**src/rtl/keypad_pkg.sv**
```systemverilog
// Shared types and constants for the 4x4 keypad scanner.
package keypad_pkg;

    typedef enum logic [1:0] {
        StScan,
        StDeb,
        StPress,
        StRel
    } state_e;

    localparam logic [3:0] KEY_CLR   = 4'hA;
    localparam logic [3:0] KEY_BS    = 4'hB;
    localparam logic [3:0] COL_RESET = 4'b1110;

    // Index of the lowest-numbered low row; 3 when none is low.
    function automatic logic [1:0] lowest_low(input logic [3:0] rows);
        logic [1:0] idx;
        idx = 2'd3;
        for (int i = 3; i >= 0; i--) begin
            if (!rows[i]) idx = 2'(i);
        end
        return idx;
    endfunction

    // Index of the strobed (low) bit in a one-hot-low column pattern.
    function automatic logic [1:0] col_index(input logic [3:0] col);
        logic [1:0] idx;
        idx = 2'd0;
        for (int i = 0; i < 4; i++) begin
            if (!col[i]) idx = 2'(i);
        end
        return idx;
    endfunction

endpackage

```
**src/rtl/scan_tick.sv**
```systemverilog
// Free-running divider producing a one-cycle scan enable every SCAN_DIV clocks.
module scan_tick #(
    parameter int unsigned SCAN_DIV = 200000
) (
    input  logic CLK,
    input  logic RST,
    output logic tick
);

    localparam int unsigned W = (SCAN_DIV > 1) ? $clog2(SCAN_DIV) : 1;
    localparam logic [W-1:0] LAST = W'(SCAN_DIV - 1);

    logic [W-1:0] cnt_q;

    always_ff @(posedge CLK) begin
        if (RST) begin
            cnt_q <= '0;
        end else if (cnt_q == LAST) begin
            cnt_q <= '0;
        end else begin
            cnt_q <= cnt_q + W'(1);
        end
    end

    assign tick = (cnt_q == LAST);

endmodule

```
**src/rtl/keypad_scanner.sv**
```systemverilog
// 4x4 hex keypad scanner with debounce, key reporting and a BCD entry register.
module keypad_scanner #(
    parameter int unsigned SCAN_DIV       = 200000,
    parameter int unsigned DEBOUNCE_SCANS = 4
) (
    input  logic        CLK,
    input  logic        RST,
    input  logic [3:0]  ROW,
    output logic [3:0]  COL,
    input  logic        RE,
    output logic [31:0] DO,
    output logic [3:0]  KEY,
    output logic        VALID,
    output logic        OVR
);
    import keypad_pkg::*;

    localparam int unsigned CW = $clog2(DEBOUNCE_SCANS + 1);
    localparam logic [CW-1:0] CNT_DONE = CW'(DEBOUNCE_SCANS);
    localparam logic [CW-1:0] CNT_ONE  = CW'(1);

    logic          tick;
    logic [3:0]    row_meta_q;
    logic [3:0]    row_sync_q;
    state_e        state_q;
    logic [3:0]    col_q;
    logic [1:0]    row_idx_q;
    logic [CW-1:0] cnt_q;
    logic [CW-1:0] cnt_inc;
    logic [31:0]   do_q;
    logic [31:0]   do_next;
    logic [3:0]    key_q;
    logic [3:0]    key_code;
    logic          valid_q;
    logic          ovr_q;

    scan_tick #(
        .SCAN_DIV(SCAN_DIV)
    ) u_scan_tick (
        .CLK (CLK),
        .RST (RST),
        .tick(tick)
    );

    assign cnt_inc  = cnt_q + CNT_ONE;
    assign key_code = {row_idx_q, col_index(col_q)};

    always_comb begin
        do_next = do_q;
        if (key_code <= 4'd9) begin
            do_next = {do_q[27:0], key_code};
        end else if (key_code == KEY_CLR) begin
            do_next = '0;
        end else if (key_code == KEY_BS) begin
            do_next = {4'h0, do_q[31:4]};
        end
    end

    always_ff @(posedge CLK) begin
        if (RST) begin
            row_meta_q <= 4'hF;
            row_sync_q <= 4'hF;
            state_q    <= StScan;
            col_q      <= COL_RESET;
            row_idx_q  <= '0;
            cnt_q      <= '0;
            do_q       <= '0;
            key_q      <= '0;
            valid_q    <= 1'b0;
            ovr_q      <= 1'b0;
        end else begin
            row_meta_q <= ROW;
            row_sync_q <= row_meta_q;

            // A read acknowledges; a key accepted this same cycle overrides below.
            if (RE) begin
                valid_q <= 1'b0;
                ovr_q   <= 1'b0;
            end

            unique case (state_q)
                StScan: begin
                    if (tick) begin
                        if (row_sync_q != 4'hF) begin
                            row_idx_q <= lowest_low(row_sync_q);
                            cnt_q     <= CNT_ONE;
                            state_q   <= (CNT_DONE == CNT_ONE) ? StPress : StDeb;
                        end else begin
                            col_q <= {col_q[2:0], col_q[3]};
                        end
                    end
                end
                StDeb: begin
                    if (tick) begin
                        if (!row_sync_q[row_idx_q]) begin
                            cnt_q <= cnt_inc;
                            if (cnt_inc == CNT_DONE) state_q <= StPress;
                        end else begin
                            cnt_q   <= '0;
                            state_q <= StScan;
                        end
                    end
                end
                StPress: begin
                    key_q   <= key_code;
                    valid_q <= 1'b1;
                    ovr_q   <= RE ? 1'b0 : (ovr_q | valid_q);
                    do_q    <= do_next;
                    cnt_q   <= '0;
                    state_q <= StRel;
                end
                StRel: begin
                    if (tick) begin
                        if (row_sync_q == 4'hF) begin
                            if (cnt_inc == CNT_DONE) begin
                                cnt_q   <= '0;
                                state_q <= StScan;
                            end else begin
                                cnt_q <= cnt_inc;
                            end
                        end else begin
                            cnt_q <= '0;
                        end
                    end
                end
                default: state_q <= StScan;
            endcase
        end
    end

    assign COL   = col_q;
    assign DO    = do_q;
    assign KEY   = key_q;
    assign VALID = valid_q;
    assign OVR   = ovr_q;

endmodule
```
**config.mk**
```make
export PLATFORM = sky130hd
export DESIGN_NAME = keypad_scanner
export DESIGN_NICKNAME = d
export VERILOG_FILES = /design/src/rtl/keypad_pkg.sv /design/src/rtl/scan_tick.sv /design/src/rtl/keypad_scanner.sv
export SDC_FILE = /design/constraint.sdc
export NUM_CORES = 1
export LEC_CHECK = 0
export ABC_CLOCK_PERIOD_IN_PS = 4800
export BUFFER_PORTS_ARGS = -buffer_cell sky130_fd_sc_hd__buf_2
export CORE_UTILIZATION = 52
export CTS_CLUSTER_DIAMETER = 100
export DETAILED_ROUTE_END_ITERATION = 6
export PLACE_DENSITY = 0.74
export SYNTH_ARGS = -nofsm -noshare
export SYNTH_HDL_FRONTEND = slang
export SYNTH_HIERARCHICAL = 1
export SYNTH_SLANG_ARGS = --single-unit
```
**constraint.sdc**
```tcl
create_clock -name CLK -period 4.8 [get_ports CLK]
set_input_delay 0.96 -clock CLK [delete_from_list [all_inputs] [get_ports CLK]]
set_output_delay 0.96 -clock CLK [all_outputs]
set_load 0.005 [all_outputs]
```
==> impl_results.html <==
<table>
<tr><th>Metric</th><th>Value</th></tr>
<tr><th colspan="2">Outcome</th></tr>
<tr><td>Status</td><td>complete, no violations</td></tr>
<tr><th colspan="2">Die</th></tr>
<tr><td>Die width</td><td>81.1 um</td></tr>
<tr><td>Die area</td><td>approximately 6600 um^2</td></tr>
<tr><td>Initial Util</td><td>between 50 and 60%</td></tr>
<tr><td>Die boundary height</td><td>approximately 81 um</td></tr>
<tr><td>Area of the core region</td><td>5990 um^2</td></tr>
<tr><td>Std-Cell Rows</td><td>28</td></tr>
<tr><td>Number of top-level pins</td><td>slightly below 50</td></tr>
<tr><th colspan="2">Worst setup path</th></tr>
<tr><td>Crit path from</td><td>u_scan_tick/cnt_q[8]</td></tr>
<tr><td>Slowest CP cell</td><td>nor4_1</td></tr>
<tr><td>Slowest cell delay on critical path</td><td>~0.76 ns</td></tr>
<tr><td>Kind of critical path</td><td>reg -&gt; reg</td></tr>
<tr><td>Capture point of the critical path</td><td>COL[1]</td></tr>
<tr><td>CP Capture Type</td><td>flip-flop</td></tr>
<tr><td>Arr. time, crit path</td><td>approximately 3.0 ns</td></tr>
<tr><td>Sequence of cells on the critical path</td><td>nor4b_1, nand4_1, nor4_1, or4b_1, a211o_1</td></tr>
<tr><td>Maximum fanout along the worst path</td><td>7</td></tr>
<tr><td>Startpoint type of the worst setup path</td><td>flip-flop</td></tr>
<tr><td>Worst Path Buf+Inv</td><td>0</td></tr>
<tr><td>Family of cells with the greatest summed delay on the critical path</td><td>simple AND/OR/NAND/NOR gates</td></tr>
<tr><td>Worst endpoint required time</td><td>between 5 and 6 ns</td></tr>
<tr><td>Start of the worst register-to-register path</td><td>u_scan_tick/cnt_q[8]</td></tr>
<tr><td>Logic depth of the worst register-to-register path</td><td>5</td></tr>
<tr><td>RR Endpoint</td><td>COL[1]</td></tr>
<tr><td>Flop2flop setup slack</td><td>2.04 ns</td></tr>
<tr><td>Stages on the worst setup path</td><td>5</td></tr>
<tr><th colspan="2">Drt</th></tr>
<tr><td>Average routed wire per standard cell</td><td>between 10 and 15 um</td></tr>
<tr><td>Number of violations reported at the end of detailed-routing iteration 0</td><td>about 220</td></tr>
<tr><td>Post-detailed-routing wire length</td><td>7040 um</td></tr>
<tr><td>Pre-Repair DR Iteration Count</td><td>4</td></tr>
<tr><td>Total DRC errors in the routed layout</td><td>0</td></tr>
<tr><td>Via count</td><td>~2800</td></tr>
<tr><td>Via-to-Cell Ratio</td><td>approximately 6</td></tr>
<tr><td>Antenna Nets Post-Route</td><td>0</td></tr>
<tr><th colspan="2">CTS</th></tr>
<tr><td>Clock-pin slew of the registers on the worst-case setup and hold paths</td><td>approximately 0.070 ns</td></tr>
<tr><td>Total clock buffers created by CTS</td><td>9</td></tr>
<tr><td>Root Driver</td><td>clkbuf_8</td></tr>
<tr><td>Buffers inserted during post-CTS setup optimization</td><td>0</td></tr>
<tr><td>Clock tree from TritonCTS</td><td>yes</td></tr>
<tr><td>CTS Hold Buffers Added</td><td>0</td></tr>
<tr><td>CTS max path bufs</td><td>2</td></tr>
<tr><td>Clock latency reported for the late side of the worst-skew pair</td><td>~0.34 ns</td></tr>
<tr><td>Gates resized, CTS repair</td><td>0</td></tr>
<tr><td># H-tree levels</td><td>3</td></tr>
<tr><td># clock sinks</td><td>between 70 and 80</td></tr>
<tr><th colspan="2">Placed design</th></tr>
<tr><td>Final HPWL DP</td><td>around 4600 um</td></tr>
<tr><td>Port buffer count</td><td>48</td></tr>
<tr><td>Final estimated routing congestion in global placement</td><td>0.823</td></tr>
<tr><th colspan="2">STA</th></tr>
<tr><td>Max Clk Rate</td><td>about 360 MHz</td></tr>
<tr><td>Final worst path period need</td><td>around 2.8 ns</td></tr>
<tr><td>Number of failing setup endpoints in the final timing report</td><td>0</td></tr>
<tr><td>Total Negative Setup Slacks</td><td>0 ns</td></tr>
<tr><td>Crit share post-route</td><td>57.5%</td></tr>
<tr><td>Max-slew violations</td><td>0</td></tr>
<tr><td>Final worst clock skew</td><td>between 0.01 and 0.015 ns</td></tr>
<tr><td>Final Hold Fails</td><td>0</td></tr>
<tr><td>Setup repair after global routing missed its margin</td><td>no</td></tr>
<tr><td>Worst relative slew slack</td><td>about 25%</td></tr>
<tr><td>Transition at the pin with the smallest max-transition slack</td><td>about 1.1 ns</td></tr>
<tr><th colspan="2">Power</th></tr>
<tr><td>Static power due to leakage</td><td>around 1.5 nW</td></tr>
<tr><td>Power density relative to cell area</td><td>roughly 320 nW/um^2</td></tr>
<tr><td>Peak supply drop</td><td>240 uV</td></tr>
<tr><th colspan="2">Finish</th></tr>
<tr><td>Syn-to-layout area delta</td><td>13.7%</td></tr>
<tr><td>Fin util</td><td>about three fifths</td></tr>
<tr><td>Share of final-layout standard cells stronger than drive strength 1</td><td>20.2%</td></tr>
<tr><td>Antenna Cells</td><td>0</td></tr>
<tr><td>Number of nets in the finished design</td><td>410</td></tr>
<tr><th colspan="2">Logic synthesis</th></tr>
<tr><td>EDFF count, synth</td><td>0</td></tr>
<tr><td>Top post-synthesis cells by count</td><td>dfxtp_1 (75), nor2_1 (55), nor3_1 (31)</td></tr>
<tr><td>Proportion of netlist area held by the largest area contributor</td><td>between 40% and 50%</td></tr>
<tr><td>Post-Syn Area per Cell</td><td>around 8.9 um^2</td></tr>
<tr><td>Yosys top cell by area</td><td>dfxtp_1</td></tr>
<tr><td>Most common cell in the synthesized netlist</td><td>dfxtp_1</td></tr>
<tr><td>Area contributors post-synth</td><td>dfxtp_1 (46%), a221oi_1 (6.5%), nor2_1 (6.3%)</td></tr>
<tr><td>Yosys warns</td><td>6</td></tr>
<tr><td>Primary FF master, synth</td><td>dfxtp_1</td></tr>
<tr><td>Cell area after synthesis</td><td>about 3300 um^2</td></tr>
<tr><td>Mapped Cells</td><td>364</td></tr>
<tr><td>Post-synthesis net count</td><td>approximately 370</td></tr>
<tr><td>FF+latch count, synth</td><td>75</td></tr>
<tr><td>Sequential cell area fraction in the yosys report</td><td>roughly 46%</td></tr>
<tr><td>Asr flop ratio synth</td><td>0%</td></tr>
<tr><td>Post-synthesis cell type count</td><td>50</td></tr>
<tr><th colspan="2">Job</th></tr>
<tr><td>Max-capacitance violation count</td><td>0</td></tr>
<tr><th colspan="2">Global route</th></tr>
<tr><td>Total gr overflow</td><td>0</td></tr>
<tr><td>Pin count of the biggest net entering global routing</td><td>between 60 and 70</td></tr>
<tr><td>Antenna violations before repair</td><td>0</td></tr>
<tr><td>Aggregate global-route resource usage</td><td>between 20% and 30%</td></tr>
<tr><td>Vias in the first global route</td><td>2500</td></tr>
<tr><td>Wire length of the first global-routing pass</td><td>11600 um</td></tr>
<tr><th colspan="2">Hold path</th></tr>
<tr><td>Min-delay worst type</td><td>reg -&gt; reg</td></tr>
</table>
==> layout by cell type (no fill, tap or decap), types with 3 or more instances in the layout <==
master,synthesis,layout
nand4_1,3,3
a211o_1,3,3
nand3_1,8,8
nand2_1,23,23
a21boi_0,3,3
and3_1,4,4
mux2i_1,4,4
clkbuf_8,0,10
inv_1,13,13
or2_2,10,10
ha_1,3,3
a221oi_1,24,24
nor4_1,6,6
a21oi_1,11,11
nor3_1,31,31
dfxtp_1,75,75
nand2b_1,3,3
nor2_1,55,55
buf_2,10,48
a22oi_1,5,5
xor2_1,3,3
o2111ai_1,3,3
xnor2_1,12,12
o21ai_0,4,4
a211oi_1,3,3
==> logic make-up after synthesis <==
group	count (synthesis)	synth area share [%]
AND/OR/NAND/NOR	158	24.6
flip-flops	75	46.1
AO/OA/AOI/OAI	70	17.2
buffers and inverters	37	5.00
XOR/XNOR	15	4.04
multiplexers	6	1.92
adder cells (fa/ha/maj)	3	1.15
==> how the worst min path moves through the flow <==
stage	startpoint	endpoint	slack [ns]	cells after the start
floorplan	row_meta_q[0]	row_sync_q[0]	0.39	1
global placement	row_meta_q[3]	row_sync_q[3]	0.39	1
detailed placement	row_meta_q[3]	row_sync_q[3]	0.40	1
CTS	row_meta_q[3]	row_sync_q[3]	0.41	1
global route	row_meta_q[3]	row_sync_q[3]	0.42	1
finish	row_meta_q[0]	row_sync_q[0]	0.41	1
==> per-layer routing <==
metal | up-vias | share of wire, % | GRT usage [%]
met5 | - | 0 | 0
met1 | 1353 | 49 | 30.4
met4 | 0 | 1.4 | 9.64
met3 | 9 | 4.0 | 4.49
li1 | 1386 | - | -
met2 | 74 | 46 | 35.4
==> state kept, by name, summed over array words and instances (netlist names), named ones only <==
signal,flops
cnt_q,3
VALID,1
state_q,1
row_sync_q,4
DO,32
COL,4
OVR,1
KEY,4
row_meta_q,4
u_scan_tick/cnt_q,18
row_idx_q,2
==> per-stage QoR <==
stage / setup slack, ns / area, um^2 / instances / total power, W / hold slack [ns]
global route: 1.81 / 3700 / 480 / 0.00123 / 0.424
detailed placement: 2.07 / 3480 / 464 / 0.000670 / 0.396
CTS: 2.05 / 3700 / 480 / 0.00119 / 0.412
global placement: 2.10 / 3480 / 464 / 0.000669 / 0.394
finish: 2.04 / 3700 / 480 / 0.00118 / 0.412
floorplan: 2.36 / 3260 / 364 / 0.000663 / 0.389
==> worst reg2reg max path: stages (launching register included) <==
cell and delay, ns:
dfxtp_1 0.42, nor4b_1 0.29, nand4_1 0.21, nor4_1 0.76, or4b_1 0.64, a211o_1 0.33
==> power by group <==
group          switching [W]  internal, W  leakage, nW
combinational      0.0000161   0.00000876        0.736
clock               0.000216     0.000308        0.111
sequential        0.00000375     0.000627        0.607
==> area by class of cell <==
class                           count  area [um^2]
Clock buffer                       12          145
Clock inverter                      4         73.8
Fill cell                         514         2290
Tap cell                           75         93.8
Inverter                           13         48.8
Timing Repair Buffer               49          248
Sequential cell                    75         1500
Multi-Input combinational cell    252         1590
(Power assumes the default switching activity.)
